--- config.mk ---
export PLATFORM = sky130hd
export DESIGN_NAME = rx_char_decoder
export DESIGN_NICKNAME = d
export VERILOG_FILES = /design/src/rtl/rx_char_decoder.sv
export SDC_FILE = /design/constraint.sdc
export NUM_CORES = 1
export LEC_CHECK = 0
export BUFFER_PORTS_ARGS = -buffer_cell sky130_fd_sc_hd__buf_2
export CAP_MARGIN = 15
export CORE_ASPECT_RATIO = 1.5
export CORE_UTILIZATION = 40
export DETAILED_ROUTE_END_ITERATION = 8
export PLACE_DENSITY_LB_ADDON = 0.25
export SYNTH_ARGS = -nofsm -noshare
export SYNTH_HDL_FRONTEND = slang
export SYNTH_SLANG_ARGS = --single-unit
--- constraint.sdc ---
create_clock -name rxClk -period 5.4 [get_ports rxClk]
set_input_delay 0.27 -clock rxClk [delete_from_list [all_inputs] [get_ports rxClk]]
set_output_delay 0.27 -clock rxClk [all_outputs]
set_load 0.01 [all_outputs]
--- src/rtl/rx_char_decoder.sv ---
// IEEE-1355 DS-SE character decoder: frames bit pairs into data/control characters.
// Optional build macro RX_DISCONNECT_EN adds the idle-timeout disconnect detector.
module rx_char_decoder #(
   parameter int DISC_CYCLES = 512
) (
   input  logic       rxClk,
   input  logic       rxReset,
   input  logic [1:0] dq,
   input  logic       dqValid,
   output logic [7:0] rxData,
   output logic       rxCtl,
   output logic       rxStrobe,
   output logic       rxFcc,
   output logic       rxNull,
   output logic       rxSynced,
   output logic       rxParityErr,
   output logic       rxEscErr,
   output logic       rxDisconnect,
   output logic       rxError
);

   typedef enum logic [1:0] {HDR, DATA, CTL} state_t;

   state_t     state;
   logic [1:0] cnt;
   logic       acc;
   logic       esc_pend;
   logic [5:0] shift;
   logic       timeout;
   logic       deliver;

   assign deliver = rxSynced && !rxError;

`ifdef RX_DISCONNECT_EN
   localparam int CW = $clog2(DISC_CYCLES + 1);
   localparam logic [CW-1:0] LIMIT = CW'(DISC_CYCLES);

   logic [CW-1:0] idle;

   always_ff @(posedge rxClk) begin
      if (rxReset) begin
         idle         <= '0;
         rxDisconnect <= 1'b0;
      end else begin
         if (dqValid)
            idle <= '0;
         else if (idle != LIMIT)
            idle <= idle + 1'b1;
         if (timeout)
            rxDisconnect <= 1'b1;
      end
   end

   assign timeout = rxSynced && (idle == LIMIT);
`else
   assign rxDisconnect = 1'b0;
   assign timeout      = 1'b0;
`endif

   always_ff @(posedge rxClk) begin
      if (rxReset) begin
         state       <= HDR;
         cnt         <= 2'd0;
         acc         <= 1'b0;
         esc_pend    <= 1'b0;
         shift       <= 6'd0;
         rxData      <= 8'd0;
         rxCtl       <= 1'b0;
         rxStrobe    <= 1'b0;
         rxFcc       <= 1'b0;
         rxNull      <= 1'b0;
         rxSynced    <= 1'b0;
         rxParityErr <= 1'b0;
         rxEscErr    <= 1'b0;
         rxError     <= 1'b0;
      end else begin
         rxStrobe    <= 1'b0;
         rxFcc       <= 1'b0;
         rxNull      <= 1'b0;
         rxParityErr <= 1'b0;
         rxEscErr    <= 1'b0;
         if (timeout)
            rxError <= 1'b1;
         if (dqValid) begin
            unique case (state)
               HDR: begin
                  // parity covers previous character body plus this P and F
                  if (!(acc ^ dq[0] ^ dq[1])) begin
                     rxParityErr <= 1'b1;
                     rxError     <= 1'b1;
                  end
                  acc   <= 1'b0;
                  cnt   <= 2'd0;
                  state <= dq[1] ? CTL : DATA;
               end
               DATA: begin
                  acc <= acc ^ dq[0] ^ dq[1];
                  cnt <= cnt + 2'd1;
                  if (cnt == 2'd0) shift[1:0] <= dq;
                  if (cnt == 2'd1) shift[3:2] <= dq;
                  if (cnt == 2'd2) shift[5:4] <= dq;
                  if (cnt == 2'd3) begin
                     state <= HDR;
                     if (esc_pend) begin
                        esc_pend <= 1'b0;
                        rxEscErr <= 1'b1;
                        rxError  <= 1'b1;
                     end else if (deliver) begin
                        rxStrobe <= 1'b1;
                        rxCtl    <= 1'b0;
                        rxData   <= {dq, shift};
                     end
                  end
               end
               CTL: begin
                  acc   <= acc ^ dq[0] ^ dq[1];
                  state <= HDR;
                  if (esc_pend) begin
                     esc_pend <= 1'b0;
                     if (dq == 2'b00) begin
                        rxSynced <= 1'b1;
                        if (!rxError) rxNull <= 1'b1;
                     end else begin
                        rxEscErr <= 1'b1;
                        rxError  <= 1'b1;
                     end
                  end else if (dq == 2'b11) begin
                     esc_pend <= 1'b1;
                  end else if (dq == 2'b00) begin
                     if (deliver) rxFcc <= 1'b1;
                  end else if (deliver) begin
                     rxStrobe <= 1'b1;
                     rxCtl    <= 1'b1;
                     rxData   <= {6'd0, dq};
                  end
               end
               default: state <= HDR;
            endcase
         end
      end
   end

endmodule

-- Word level (Yosys, flattened, before mapping)
Index checks and enable logic that the tools add are counted.
W data, S select, Z words.
- bits of input ports: 5
- flip-flop bits (word level): 28
- output and inout bits: 17
- word-level logic and storage cells: 109
- equal/unequal tests: 16
- add/subtract/negate cells: 1
- bitwise operators: 7
- mux-type cells: 45
- reductions and logical operators: 24
- operators by type and width (kind ; number):
    $mux W8 ; 7
    $mux W1 ; 27
    $ne A2 B2 Y1 const B ; 10
    $pmux W8 S2 ; 1
    $reduce_and A3 Y1 ; 4
    $pmux W1 S2 ; 5
    $reduce_and A9 Y1 ; 1
    $eq A2 B2 Y1 const B ; 4
    $pmux W2 S2 ; 2
    $reduce_and A7 Y1 ; 1
    $logic_not A2 Y1 ; 3
    $reduce_and A2 Y1 ; 3
    $reduce_bool A2 Y1 ; 3
    $reduce_or A6 Y1 ; 1
    $not A1 Y1 ; 5
    $reduce_or A5 Y1 ; 1
    $eq A2 B1 Y1 const B ; 2
    $mux W2 ; 2
    $reduce_and A4 Y1 ; 1
    $reduce_or A2 Y1 ; 2
    $pmux W1 S3 ; 1
    $reduce_bool A3 Y1 ; 1
    $reduce_or A3 Y1 ; 1
    $add A2 B1 Y2 const B ; 1
    other kinds (3) ; 4

-- Longest topological paths before layout
- depth in word-level cells: 7
- gate-level depth with buffers: 6
- depth with buffers taken out: 6

-- Worst setup path before layout
OpenSTA, ideal clock, no wires.
- kind: flip-flop to flip-flop
- start: register state[1]
- end: register rxData[2]
- arrival: 1.683 ns
- setup slack: 3.646 ns
- cell stages (with the launch flop): 7
- path buffers: 0
- data required time: 5.328 ns
- cells stage by stage: dfxtp_1 inv_1 ha_1 mux2i_1 or3_4 nor3_4 mux2i_1
- word-level cells in the longest chain between the ends: 3
- RTL lines (item ; line ; source):
    start: declaration ; 24 ; state_t state;
    start signal: assignment ; 94 ; state <= dq[1] ? CTL : DATA;
    $eq A2 B2 Y1 / $eq A2 B1 Y1 (equally long branches) ; 85 ; unique case (state)
    $ne A2 B2 Y1 (no source line) / $reduce_bool A2 Y1 (equally long branches) ; n/a ;
    $reduce_and A9 Y1 (no source line) ; n/a ;
    end signal: assignment ; 111 ; rxData <= {dq, shift};
    end signal: assignment ; 134 ; rxData <= {6'd0, dq};
    end: declaration ; 10 ; output logic [7:0] rxData,
Several ways; a longest one is shown, not always the timed one.
A chain may end at the register's enable or synchronous reset.

-- Worst setup path after layout
- start: register state[1]
- end: register rxData[6]
The elaborated chain is that of the path after synthesis.

==> reports/results.txt <==
Share of layout cells above drive strength 1 = 0.162
EDFF count, synth = 0
Drt total wl = 2880 microns
Req. time, crit path = 5.61 ns
I/O Pins = 22
Crit. End Element = flip-flop
Finish-stage setup viols = 0
Average wire per standard cell = 13.9 microns
DRT iter0 DRCs = 31
RePlAce Congestion = 0.869
Critical Path AT = 2.18 ns
Grt total ovfl = 0
Initial DRT Pass Iterations = 4
DPL Wire Length = 2130 microns
Nets = 184
Setup CP Type = flip-flop to flip-flop
Post-synth top flop = dfxtp_1
Die H = 73.7 microns
Tmin final = 1.97 ns
Fin util = 0.478
Net switching fraction of the power = 0.251
P&R area growth vs syn = 12.4%
Clock transition at path regs = 0.09 ns
Slowest CP cell = dfxtp_1
Final Hold Viols = 0
Cts hold-fix bufs = 0
Power Internal = 294 uW
Non-filler cells, final = 207
Mapped Cells = 151
Outcome = finished, final reports clean
Total power = 392 uW
First-pass GRT wire length = 4710 microns
Num CTS Buffers = 3
Layout Skew = 0.00180 ns
Full die area = 3670 sq um
Vias per cell = 5.39
Ys async rst share = 0
Sequential Power Share = 0.547
Worst setup SP type = flip-flop
Root buffer cell = clkbuf_8
Die width = 49.8 microns
Top Family by Delay on Critical Path = simple AND/OR/NAND/NOR gates
Setup total negative slack = 0 ns
PostCTS Resize Cnt = 0
# rows = 25
Input/output buffers = 20
Core Region = 3220 sq um
PwrDens = 254 nW/um^2
Net Count, Synth = 167
Logic depth of the worst path, buffers included = 6
CTS tree = yes
Vias in the first global route = 1027
Combinational fraction of design power = 0.124
# clock sinks = 28
Crit share post-route = 0.365
Filler cells = 323
Maximum clock frequency = 507 MHz
Most frequent CP cell = mux2i_1
Leak pwr = 0.000673 uW
Synth Warn # = 0
CP peak stage delay = 0.41 ns
Pin count of the biggest net entering global routing = 21
Routed via count = 1115
Slew Viols, Final = 0
Top post-synthesis cells by area = dfxtp_1 41%, mux2i_1 11%, ha_1 10%
Sequential fraction of the synthesis area = 0.409
Critical Path, Cell by Cell = inv_1 > ha_1 > mux2i_1 > or3_4 > nor3_4 > mux2i_1
Bufs on Longest Clock Path = 2
Maximum fanout along the worst path = 8
Clock share of power = 0.329
Crit path buffers/inverters = 1
Synth Register Bits = 28
Psw = 98.6 uW
Post-Syn Area per Cell = 9.08 sq um
Hold crit path type = primary input to flip-flop
Placed insts = 203
Synth top area share = 0.409
Starting Density = 0.426
Post-synthesis cell type count = 36
CTS H-tree depth = 1
Residual DRC count = 0
Final antenna-violating net count = 0
Initial antenna violation count = 0
Skew-Pair Late Insertion Delay = 0.27 ns
Maxcap violations = 0
Synth area leader = dfxtp_1
Unrepaired setup endpoints after global routing = false
Hold path depth = 3
Reg2Reg Depth = 6
Worst IR Drop VDD = 0.142 mV
Antenna fix cells = 0
Post-CTS setup buffer count = 0
Overall global routing resource usage = 0.173
Mapped cell area = 1370 sq um
==> registers in the layout, indices dropped and copies added, names as in the netlist <==
register / count
rxError: 1
shift: 6
rxStrobe: 1
rxParityErr: 1
rxFcc: 1
rxData: 8
rxSynced: 1
rxEscErr: 1
acc: 1
esc_pend: 1
state: 2
rxCtl: 1
rxNull: 1
cnt: 2
==> power groups by stage <==
stage / clock, uW / combinational [uW] / sequential (uW)
finish: 129 / 48.7 / 215
global route: 138 / 54.1 / 216
CTS: 136 / 48.9 / 215
detailed placement: 0 / 48.7 / 219
global placement: 0 / 47.8 / 219
floorplan: 0 / 35.8 / 220
==> path summary, 6_finish.rpt <==
path / start / endpoint / slack (ns)
min reg2reg: rxData[5]$_SDFFE_PP0P_ / rxData[5]$_SDFFE_PP0P_ / 0.47
max reg2reg: state[1]$_SDFFE_PP0P_ / rxData[6]$_SDFFE_PP0P_ / 3.43
min: dq[0] / rxData[6]$_SDFFE_PP0P_ / 0.37
max: state[1]$_SDFFE_PP0P_ / rxData[6]$_SDFFE_PP0P_ / 3.43
==> per-stage QoR <==
step | setup WS, ns | instance area [sq um] | hold WS [ns]
finish | 3.43 | 1540 | 0.371
global placement | 3.54 | 1490 | 0.442
floorplan | 3.65 | 1370 | 0.438
detailed placement | 3.45 | 1490 | 0.450
CTS | 3.43 | 1540 | 0.361
global route | 3.32 | 1540 | 0.392
==> final cells by class <==
class	instances	area, sq um	share of cell area
Multi-Input combinational cell	108	749	0.486
Sequential cell	28	561	0.364
Timing Repair Buffer	20	100	0.0649
Clock buffer	4	55.1	0.0357
Tap cell	40	50.0	0.0325
Inverter	7	26.3	0.0170
==> metal layers <==
metal / global-route usage / up-vias / wire length (microns)
met5: 0 / - / 0
met4: 0.105 / 0 / 80
met3: 0.0207 / 7 / 108
met2: 0.320 / 32 / 1490
met1: 0.185 / 522 / 1200
li1: - / 554 / -
==> worst reg2reg max path, cell delays in order (launching register included) <==
cell and delay, ns:
dfxtp_1 0.41, inv_1 0.12, ha_1 0.24, mux2i_1 0.16, or3_4 0.36, nor3_4 0.37, mux2i_1 0.24
==> Yosys cell counts, drive strengths merged (3+ instances only) <==
| cell type | count |
|---|---|
| dfxtp | 28 |
| nor2 | 19 |
| mux2i | 15 |
| nand2 | 15 |
| ha | 11 |
| inv | 7 |
| clkbuf | 6 |
| a21oi | 5 |
| o21ai | 4 |
| a31oi | 3 |
| a32oi | 3 |
| and3 | 3 |
| nand2b | 3 |
| nand3 | 3 |
==> layout by cell type, fill, tap and decap left out, types with 4 or more instances in the layout <==
master,count
nand2_1,15
ha_1,11
o21ai_0,4
nor2_1,19
a21oi_1,5
buf_2,20
dfxtp_1,28
inv_1,7
clkbuf_8,4
mux2i_1,15
==> cells by family after synthesis <==
kind of cell | count (synthesis) | synth area share
DFF | 28 | 0.409
and+or+nand+nor | 55 | 0.200
adders and majority gates | 11 | 0.100
AOI/OAI and AO/OA | 24 | 0.121
muxes | 15 | 0.109
other | 1 | 0.00273
buffers and inverters | 15 | 0.0447
xor gates and xnor gates | 2 | 0.0128
Power figures use the tool's default switching activity.
